**config.mk**
```make
export PLATFORM = sky130hd
export DESIGN_NAME = rw_bus_sequencer
export DESIGN_NICKNAME = d
export VERILOG_FILES = /design/src/rtl/rw_pkg.sv /design/src/rtl/phi1_qualifier.sv /design/src/rtl/rw_bus_sequencer.sv
export SDC_FILE = /design/constraint.sdc
export NUM_CORES = 1
export LEC_CHECK = 0
export ABC_AREA = 1
export ABC_CLOCK_PERIOD_IN_PS = 1700
export CAP_MARGIN = 5
export CORE_MARGIN = 2
export CORE_UTILIZATION = 48
export CTS_CLUSTER_SIZE = 8
export DETAILED_ROUTE_END_ITERATION = 8
export PLACE_DENSITY = 0.76
export SYNTH_ARGS = -nofsm -noshare
export SYNTH_HDL_FRONTEND = slang
export SYNTH_SLANG_ARGS = --single-unit
```
**constraint.sdc**
```tcl
create_clock -name C14M -period 1.7 [get_ports C14M]
set_input_delay 0.34 -clock C14M [delete_from_list [all_inputs] [get_ports C14M]]
set_output_delay 0.34 -clock C14M [all_outputs]
set_load 0.05 [all_outputs]
```
**src/rtl/rw_pkg.sv**
```systemverilog
// ---------------------------------------------------------------------------
// rw_pkg
// Shared definitions for the auxiliary-memory bus sequencer and the DRAM
// controller that decodes its phase output.
//   phase_t      : 4-bit bus-cycle phase (0 = idle, 1..15 = phase)
//   PH_*         : phases at which the sequencer samples or acts
//   CYC_*        : PHI1 cycle lengths in C14M periods used for lock tracking
//   sat_inc5()   : saturating increment for the 5-bit interval counter
// ---------------------------------------------------------------------------
package rw_pkg;

    typedef logic [3:0] phase_t;

    localparam phase_t PH_IDLE  = 4'd0;
    localparam phase_t PH_START = 4'd1;
    localparam phase_t PH_ADDR  = 4'd2;
    localparam phase_t PH_DEV   = 4'd5;
    localparam phase_t PH_DATA  = 4'd6;
    localparam phase_t PH_SAT   = 4'd15;

    localparam logic [4:0] CYC_SHORT   = 5'd14;
    localparam logic [4:0] CYC_LONG    = 5'd16;
    localparam logic [4:0] CYC_TIMEOUT = 5'd21;
    localparam logic [4:0] CYC_MAX     = 5'd31;

    function automatic logic [4:0] sat_inc5(input logic [4:0] v);
        return (v == CYC_MAX) ? v : v + 5'd1;
    endfunction

endpackage

```
**src/rtl/phi1_qualifier.sv**
```systemverilog
// ---------------------------------------------------------------------------
// phi1_qualifier
// Synchronizes PHI1 into the C14M domain, qualifies its rising edge and
// tracks whether the PHI1 period is a legal 14 or 16 C14M cycle.
//   clk_i    : C14M, all logic on posedge
//   rst_ni   : asynchronous active-low reset
//   phi1_i   : raw PHI1, asynchronous
//   rise_o   : combinational, high for one C14M when a qualified rise is seen
//   locked_o : two consecutive legal periods observed and no timeout since
// ---------------------------------------------------------------------------
module phi1_qualifier
    import rw_pkg::*;
#(
    parameter int SYNC_LEN = 6
) (
    input  logic clk_i,
    input  logic rst_ni,
    input  logic phi1_i,
    output logic rise_o,
    output logic locked_o
);

    localparam int            LW       = $clog2(SYNC_LEN + 1);
    localparam logic [LW-1:0] LOW_FULL = LW'(SYNC_LEN);

    logic          p1_meta_q;
    logic          p1s_q;
    logic [LW-1:0] low_cnt_q, low_cnt_d;
    logic [4:0]    interval_q, interval_d;
    logic [1:0]    good_q, good_d;

    always_comb begin
        // A rise only counts after a full run of low samples; this rejects
        // short high glitches early in the low phase.
        rise_o = p1s_q && (low_cnt_q == LOW_FULL);

        low_cnt_d = low_cnt_q;
        if (p1s_q) begin
            low_cnt_d = '0;
        end else if (low_cnt_q != LOW_FULL) begin
            low_cnt_d = low_cnt_q + LW'(1);
        end

        interval_d = rise_o ? 5'd1 : sat_inc5(interval_q);

        // interval_q holds the length of the period that just ended.
        good_d = good_q;
        if (rise_o) begin
            if (interval_q == CYC_SHORT || interval_q == CYC_LONG) begin
                good_d = (good_q == 2'd2) ? 2'd2 : good_q + 2'd1;
            end else begin
                good_d = 2'd0;
            end
        end else if (interval_q == CYC_TIMEOUT) begin
            good_d = 2'd0;
        end
    end

    assign locked_o = (good_q == 2'd2);

    always_ff @(posedge clk_i or negedge rst_ni) begin
        if (!rst_ni) begin
            p1_meta_q  <= 1'b0;
            p1s_q      <= 1'b0;
            low_cnt_q  <= '0;
            interval_q <= '0;
            good_q     <= '0;
        end else begin
            p1_meta_q  <= phi1_i;
            p1s_q      <= p1_meta_q;
            low_cnt_q  <= low_cnt_d;
            interval_q <= interval_d;
            good_q     <= good_d;
        end
    end

endmodule

```
**src/rtl/rw_bus_sequencer.sv**
```systemverilog
// ---------------------------------------------------------------------------
// rw_bus_sequencer
// Front end of the auxiliary-memory DRAM controller. Generates the bus-cycle
// phase S from qualified PHI1 rises, flags aux writes, captures RAMWorks
// bank-register writes and schedules refresh cycles.
//   C14M        : master clock, all logic on posedge
//   nRES        : asynchronous active-low reset
//   PHI1        : Apple II PHI1, asynchronous
//   RnW, nEN80, nC07X, RA, MD : 6502 bus inputs (RA[3], RA[0] used)
//   S           : bus-cycle phase, saturates at 15
//   CycleStart  : one-C14M pulse coincident with S becoming 1
//   CPUWr       : aux write in current cycle
//   Bank        : RAMWorks bank register
//   BankWrP     : one-C14M pulse when Bank is loaded
//   RefReq      : refresh this bus cycle
//   Locked      : PHI1 timing qualified
// ---------------------------------------------------------------------------
module rw_bus_sequencer
    import rw_pkg::*;
#(
    parameter int SYNC_LEN = 6,
    parameter int REF_DIV  = 7,
    parameter int BANK_W   = 8
) (
    input  logic              C14M,
    input  logic              nRES,
    input  logic              PHI1,
    input  logic              RnW,
    input  logic              nEN80,
    input  logic              nC07X,
    input  logic [7:0]        RA,
    input  logic [7:0]        MD,
    output phase_t            S,
    output logic              CycleStart,
    output logic              CPUWr,
    output logic [BANK_W-1:0] Bank,
    output logic              BankWrP,
    output logic              RefReq,
    output logic              Locked
);

    localparam logic [3:0] REF_LAST = 4'(REF_DIV - 1);

    logic              rise;
    logic              locked;
    phase_t            s_q, s_d;
    logic              cs_q, cs_d;
    logic              wr_q, wr_d;
    logic              cand_q, cand_d;
    logic              bwp_q, bwp_d;
    logic              ref_q, ref_d;
    logic [BANK_W-1:0] bank_q, bank_d;
    logic [3:0]        refc_q, refc_d;

    logic unused_ra;
    logic unused_md;
    assign unused_ra = ^{RA[7:4], RA[2:1]};
    assign unused_md = ^MD;

    phi1_qualifier #(
        .SYNC_LEN (SYNC_LEN)
    ) u_qual (
        .clk_i    (C14M),
        .rst_ni   (nRES),
        .phi1_i   (PHI1),
        .rise_o   (rise),
        .locked_o (locked)
    );

    always_comb begin
        s_d    = s_q;
        cs_d   = 1'b0;
        wr_d   = wr_q;
        cand_d = cand_q;
        bwp_d  = 1'b0;
        bank_d = bank_q;
        refc_d = refc_q;
        ref_d  = ref_q;

        // Rise pre-empts every phase-qualified action on the same edge.
        if (rise) begin
            s_d    = PH_START;
            cs_d   = 1'b1;
            wr_d   = 1'b0;
            cand_d = 1'b0;
            // refc_q counts the Rises before this one, so every REF_DIV-th
            // Rise opens a refresh cycle; RefReq then holds until next Rise.
            ref_d  = (refc_q == REF_LAST);
            refc_d = (refc_q == REF_LAST) ? 4'd0 : refc_q + 4'd1;
        end else begin
            if (s_q != PH_IDLE && s_q != PH_SAT) begin
                s_d = s_q + 4'd1;
            end
            case (s_q)
                PH_ADDR: begin
                    wr_d   = !RnW && !nEN80;
                    cand_d = !RnW && !RA[3] && RA[0];
                end
                PH_DEV: begin
                    cand_d = cand_q && !nC07X;
                end
                PH_DATA: begin
                    if (cand_q && locked) begin
                        bank_d = MD[BANK_W-1:0];
                        bwp_d  = 1'b1;
                    end
                end
                default: ;
            endcase
        end
    end

    always_ff @(posedge C14M or negedge nRES) begin
        if (!nRES) begin
            s_q    <= PH_IDLE;
            cs_q   <= 1'b0;
            wr_q   <= 1'b0;
            cand_q <= 1'b0;
            bwp_q  <= 1'b0;
            ref_q  <= 1'b0;
            bank_q <= '0;
            refc_q <= '0;
        end else begin
            s_q    <= s_d;
            cs_q   <= cs_d;
            wr_q   <= wr_d;
            cand_q <= cand_d;
            bwp_q  <= bwp_d;
            ref_q  <= ref_d;
            bank_q <= bank_d;
            refc_q <= refc_d;
        end
    end

    assign S          = s_q;
    assign CycleStart = cs_q;
    assign CPUWr      = wr_q;
    assign Bank       = bank_q;
    assign BankWrP    = bwp_q;
    assign RefReq     = ref_q;
    assign Locked     = locked;

endmodule

```
### Word level (Yosys, flattened, before mapping)

Index checks and enable logic that the tools add are counted.

| operators by class | value |
|---|---|
| add/subtract/negate cells | 5 |
| div/mod/pow operators | 0 |
| reduce and logical (&&, ||, !) cells | 19 |
| shifts and indexed selects | 0 |
| bitwise logic cells | 1 |
| equality and inequality tests | 13 |
| order comparisons | 0 |
| multipliers | 0 |
| mux-type cells | 19 |

Operator list:

| operator | count |
|---|---|
| 5-bit == test (second input constant) | 3 |
| 4-bit by 3-bit == test with 1-bit output (second input constant) | 3 |
| 4-bit 2-to-1 mux | 3 |
| 5-bit 2-to-1 mux | 2 |
| 4-bit by 1-bit adder with 4-bit output (second input constant) | 2 |
| 2-bit 2-to-1 mux | 4 |
| 2-bit nonzero test | 4 |
| 1-bit logical AND | 7 |
| 1-bit 2-to-1 mux | 7 |
| 3-bit 2-to-1 mux | 2 |
| 5-bit by 1-bit adder with 5-bit output (second input constant) | 1 |
| 5-bit by 4-bit == test with 1-bit output (second input constant) | 1 |
| 4-bit by 2-bit == test with 1-bit output (second input constant) | 1 |
| 1-bit logical NOT | 4 |
| 4-bit inequality test (second input constant) | 1 |
| 4-bit nonzero test | 1 |
| 3-bit by 1-bit adder with 3-bit output (second input constant) | 1 |
| 3-bit == test (second input constant) | 1 |
| 3-bit inequality test (second input constant) | 1 |
| 3-bit AND reduction | 1 |
| 3-bit nonzero test | 1 |
| 2-bit by 1-bit adder with 2-bit output (second input constant) | 1 |
| 2-bit == test (second input constant) | 1 |
| 2-bit inequality test (second input constant) | 1 |
| other kinds (3) | 3 |

| word-level totals | value |
|---|---|
| bits in latches | 0 |
| ROM bits | 0 |
| register bits | 33 |
| input port bits | 22 |
| bits in writable memories | 0 |
| memories kept | 0 |
| output and inout port bits | 17 |
| logic and storage cells | 70 |

### Depth between registers and ports, before layout

| depth | value |
|---|---|
| depth in word-level cells | 5 |
| mapped depth | 9 |
| mapped depth without buffers | 9 |

### Cells and area by module

From an unflattened synthesis, not the netlist that was laid out.

| unflattened totals | value |
|---|---|
| cell total of the unflattened synthesis | 196 |
| area, all modules | 1671.6 um^2 |

Modules (own cells, without submodules):

| module | area an instance (um^2) | sequential area each (um^2) | times used | cells each |
|---|---|---|---|---|
| rw_bus_sequencer | 993.5 | 525.5 | 1 | 114 |
| phi1_qualifier | 678.2 | 300.3 | 1 | 82 |

### Least setup slack after synthesis

Ideal clock, no wire load.

| path | value |
|---|---|
| path kind | reg-to-reg |
| start point | reg s_q[0] (netlist: S[0]) |
| end point | reg bank_q[0] (netlist: Bank[0]) |
| clock period less this slack | 1570 ps |
| stages on the path, launching flop included | 9 |
| setup slack | 130 ps |
| required time | 1582 ps |
| setup time | 118 ps |
| arrival time | 1452 ps |
| path buffers | 0 |
| cell sequence | dfrtp_1 -> inv_1 -> ha_1 -> nand3_1 -> nor2_1 -> nand2_2 -> inv_4 -> nand2_1 -> nand2_1 |

| on the way | value |
|---|---|
| word-level cells in the longest chain between the ends | 2 |

Ends and longest elaborated chain:

| what | RTL line | source |
|---|---|---|
| start: declaration | rw_bus_sequencer.sv:46 | `phase_t s_q, s_d;` |
| start signal: assignment | rw_bus_sequencer.sv:115 | `s_q <= PH_IDLE;` |
| start signal: assignment | rw_bus_sequencer.sv:124 | `s_q <= s_d;` |
| 4-bit by 3-bit == test with 1-bit output | rw_bus_sequencer.sv:94 | `case (s_q)` |
| 3-bit AND reduction (no line) | -- |  |
| end signal: assignment | rw_bus_sequencer.sv:130 | `bank_q <= bank_d;` |
| end: declaration | rw_bus_sequencer.sv:52 | `logic [BANK_W-1:0] bank_q, bank_d;` |

No other way between the ends.
A chain may end at the register's enable or synchronous reset.

### Worst setup path after layout

| path | value |
|---|---|
| start point | reg u_qual.good_q[0] |
| end point | out Locked |

| on the way | value |
|---|---|
| word-level cells in the longest chain between the ends | 1 |

Ends and longest elaborated chain:

| what | RTL line | source |
|---|---|---|
| start: declaration | phi1_qualifier.sv:30 | `logic [1:0] good_q, good_d;` |
| start signal: assignment | phi1_qualifier.sv:73 | `good_q <= good_d;` |
| 2-bit == test | phi1_qualifier.sv:59 | `assign locked_o = (good_q == 2'd2);` |
| end: declaration | rw_bus_sequencer.sv:39 | `output logic Locked` |

No other way between the ends.

==> impl_metrics.ini <==
[pwr]
power.leakage_nw = 1.10
netSwitchingFraction = 0.377
seqPwrFrac = 0.373
p_int_mw = 1.89
worst_ir_drop_vdd_uv = 1100
clkPwrFrac = 0.242
power_density_nw_per_um2 = 1420
switching_power_mw = 1.14
power_mw = 3.03
combPwrFrac = 0.385

[logic_synthesis]
seq_area_frac_synth = 0.501
yosys_warnings = 0
synth_async_sr_flop_share = 1.00
synth-seq-cells = 33
synth_ff_type = dfrtp_1
synth_cell_types = 22
netlist_area_um2 = 1650
syn_area_per_cell_um2 = 8.68
syn-num-nets = 225
synth_cells = 190
synth_edf_count = 0

[critical_path]
endpoint_kind = output pin
critPathMaxStageDelay_ns = 0.39
path_class = reg2out
crit_chain = inv_1, ha_1, buf_12
cp_max_fo = 2
crit_arrival_ns = 1.19
critical_path_required_ns = 1.36
slowest_stage = dfrtp_1
startpoint_type = flip-flop

[floorplan]
fp-row-count = 21
dieWidth_um = 62.6
start_util = 0.498
core_um2 = 3310
io_pins = 39
die_h_um = 62.6
die_area_um2 = 3920

[sta]
min_period_ns = 1.53
finalHoldViolCount = 0
slew_headroom = 0.728
setup_viol = 0
skew_ns = 0.0103
fmax_mhz = 653
final.period_utilization = 0.901
drv_slew = 0
tns_ns = 0
hold_slack_ns = 0.365
rsz0062_at_grt = false
tightest_slew_ns = 0.407

[place]
placed_cell_area_um2 = 2030
gp_congestion = 0.807
portBuffers = 32
dp_hpwl_mm = 2.19

[grt]
grt_pass1_vias = 1163
grt.total_usage = 0.171
antenna_found_initial = 0
overflow = 0
grt_start_max_net_pins = 34
grt_pass1_wl_mm = 5.15

[routing]
first_iter_violations = 65
routedWlPerCell_um = 10.8
viasPerCell = 4.78
dr.pass1.iters = 4
postRouteAntennaNets = 0
drt-total-wl_mm = 3.00
via_count = 1325
drc_errors = 0

[layout]
nets = 265
area_delta_synth_final_pct = 29.8
fin_area_um2 = 2140
fin_util = 0.647
mostFrequentLayoutCell = nand2_1
insertedDiodeCount = 0
drive_above_1_share = 0.152
final_cell_mix = nand2_1 (55), dfrtp_1 (33), inv_1 (21)

[clock_tree]
path_clk_slew_ns = 0.11
root_buffer = clkbuf_4
cts_max_path_buffers = 2
clock_sinks = 33
cts_buffers = 5
cts_max_level = 2
cts_tree = done
clk_latency_ns = 0.34

[flow_run]
maxCapViolCount = 0

[status]
status = complete, no violations

[hold_path]
hold_class = reg2reg
layer usage:
layer	share of wire	global-route usage
met5	0	0
met3	0.045	0.0631
met4	0.017	0.0750
met2	0.49	0.276
met1	0.45	0.206
cells by family (layout without fill, tap and decap cells):
| logic type | count (synthesis) | after routing | synth area share |
|---|---|---|---|
| AOI/OAI and AO/OA | 14 | 14 | 0.0493 |
| buffers and inverters | 27 | 68 | 0.0721 |
| adders and majority gates | 13 | 13 | 0.0986 |
| DFF | 33 | 33 | 0.501 |
| xor gates and xnor gates | 3 | 3 | 0.0159 |
| and+or+nand+nor | 100 | 100 | 0.263 |
worst max-delay path, delay by kind of cell (launching register included):
family	cells	cell delay [ns]
DFF	1	0.39
adders and majority gates	1	0.23
buffers and inverters	2	0.24
metrics by stage:
| stage | setup slack [ns] | std cells |
|---|---|---|
| after global routing | 0.0341 | 277 |
| after detailed placement | 0.175 | 269 |
| final | 0.168 | 277 |
| after CTS | 0.135 | 277 |
| after global placement | 0.203 | 269 |
| after floorplan | 0.130 | 190 |
synthesized netlist by cell type (2+ instances only):
library cell,number,share of area
xor2_1,2,0.011
nor3_1,3,0.0091
o22ai_1,2,0.0076
nand2_1,55,0.13
nor2_1,16,0.036
dfrtp_1,33,0.50
buf_6,2,0.014
inv_1,22,0.050
o21ai_0,7,0.021
nand4_1,4,0.015
ha_1,13,0.099
nand3_1,19,0.058
a21oi_1,3,0.0091
power groups by stage:
stage	combinational (mW)	clock, mW	sequential [mW]
finish	1.17	0.735	1.13
global route	1.31	0.792	1.16
CTS	1.17	0.750	1.13
detailed placement	1.17	0	1.14
global placement	1.15	0	1.14
floorplan	0.543	0	1.35
cell type report:
class	count	area, µm²
clock inverters	3	65.1
clock buffers	5	37.5
multi-input cells	130	704
fillers	289	1170
repair buffers	35	350
inverters	25	100
well taps	46	57.6
flip-flops and latches	33	826
repair_timing:
action / in CTS / in global routing
endpoints found under the setup margin: 0 / 2
hold buffers: 0 / 0
resized for setup: 0 / 2
buffers inserted: 0 / 0
sequential cells by signal, summed over array words and instances (netlist names):
register	cells
Bank	8
BankWrP	1
CPUWr	1
CycleStart	1
RefReq	1
S	4
cand_q	1
refc_q	4
u_qual.good_q	2
u_qual.interval_q	5
u_qual.low_cnt_q	3
u_qual.p1_meta_q	1
u_qual.p1s_q	1
worst paths after layout:
path,start,to,slack [ns],cells after the start
worst max-delay path,u_qual.good_q[0],Locked,0.17,3
worst min-delay path,u_qual.p1_meta_q,u_qual.p1s_q,0.36,0
worst max register to register,u_qual.low_cnt_q[0],refc_q[1],0.17,7
worst min register to register,u_qual.p1_meta_q,u_qual.p1s_q,0.36,0
max in group asynchronous,nRES,Bank[4],1.02,2
min in group asynchronous,nRES,u_qual.good_q[1],0.38,2
Power figures use the tool's default switching activity.
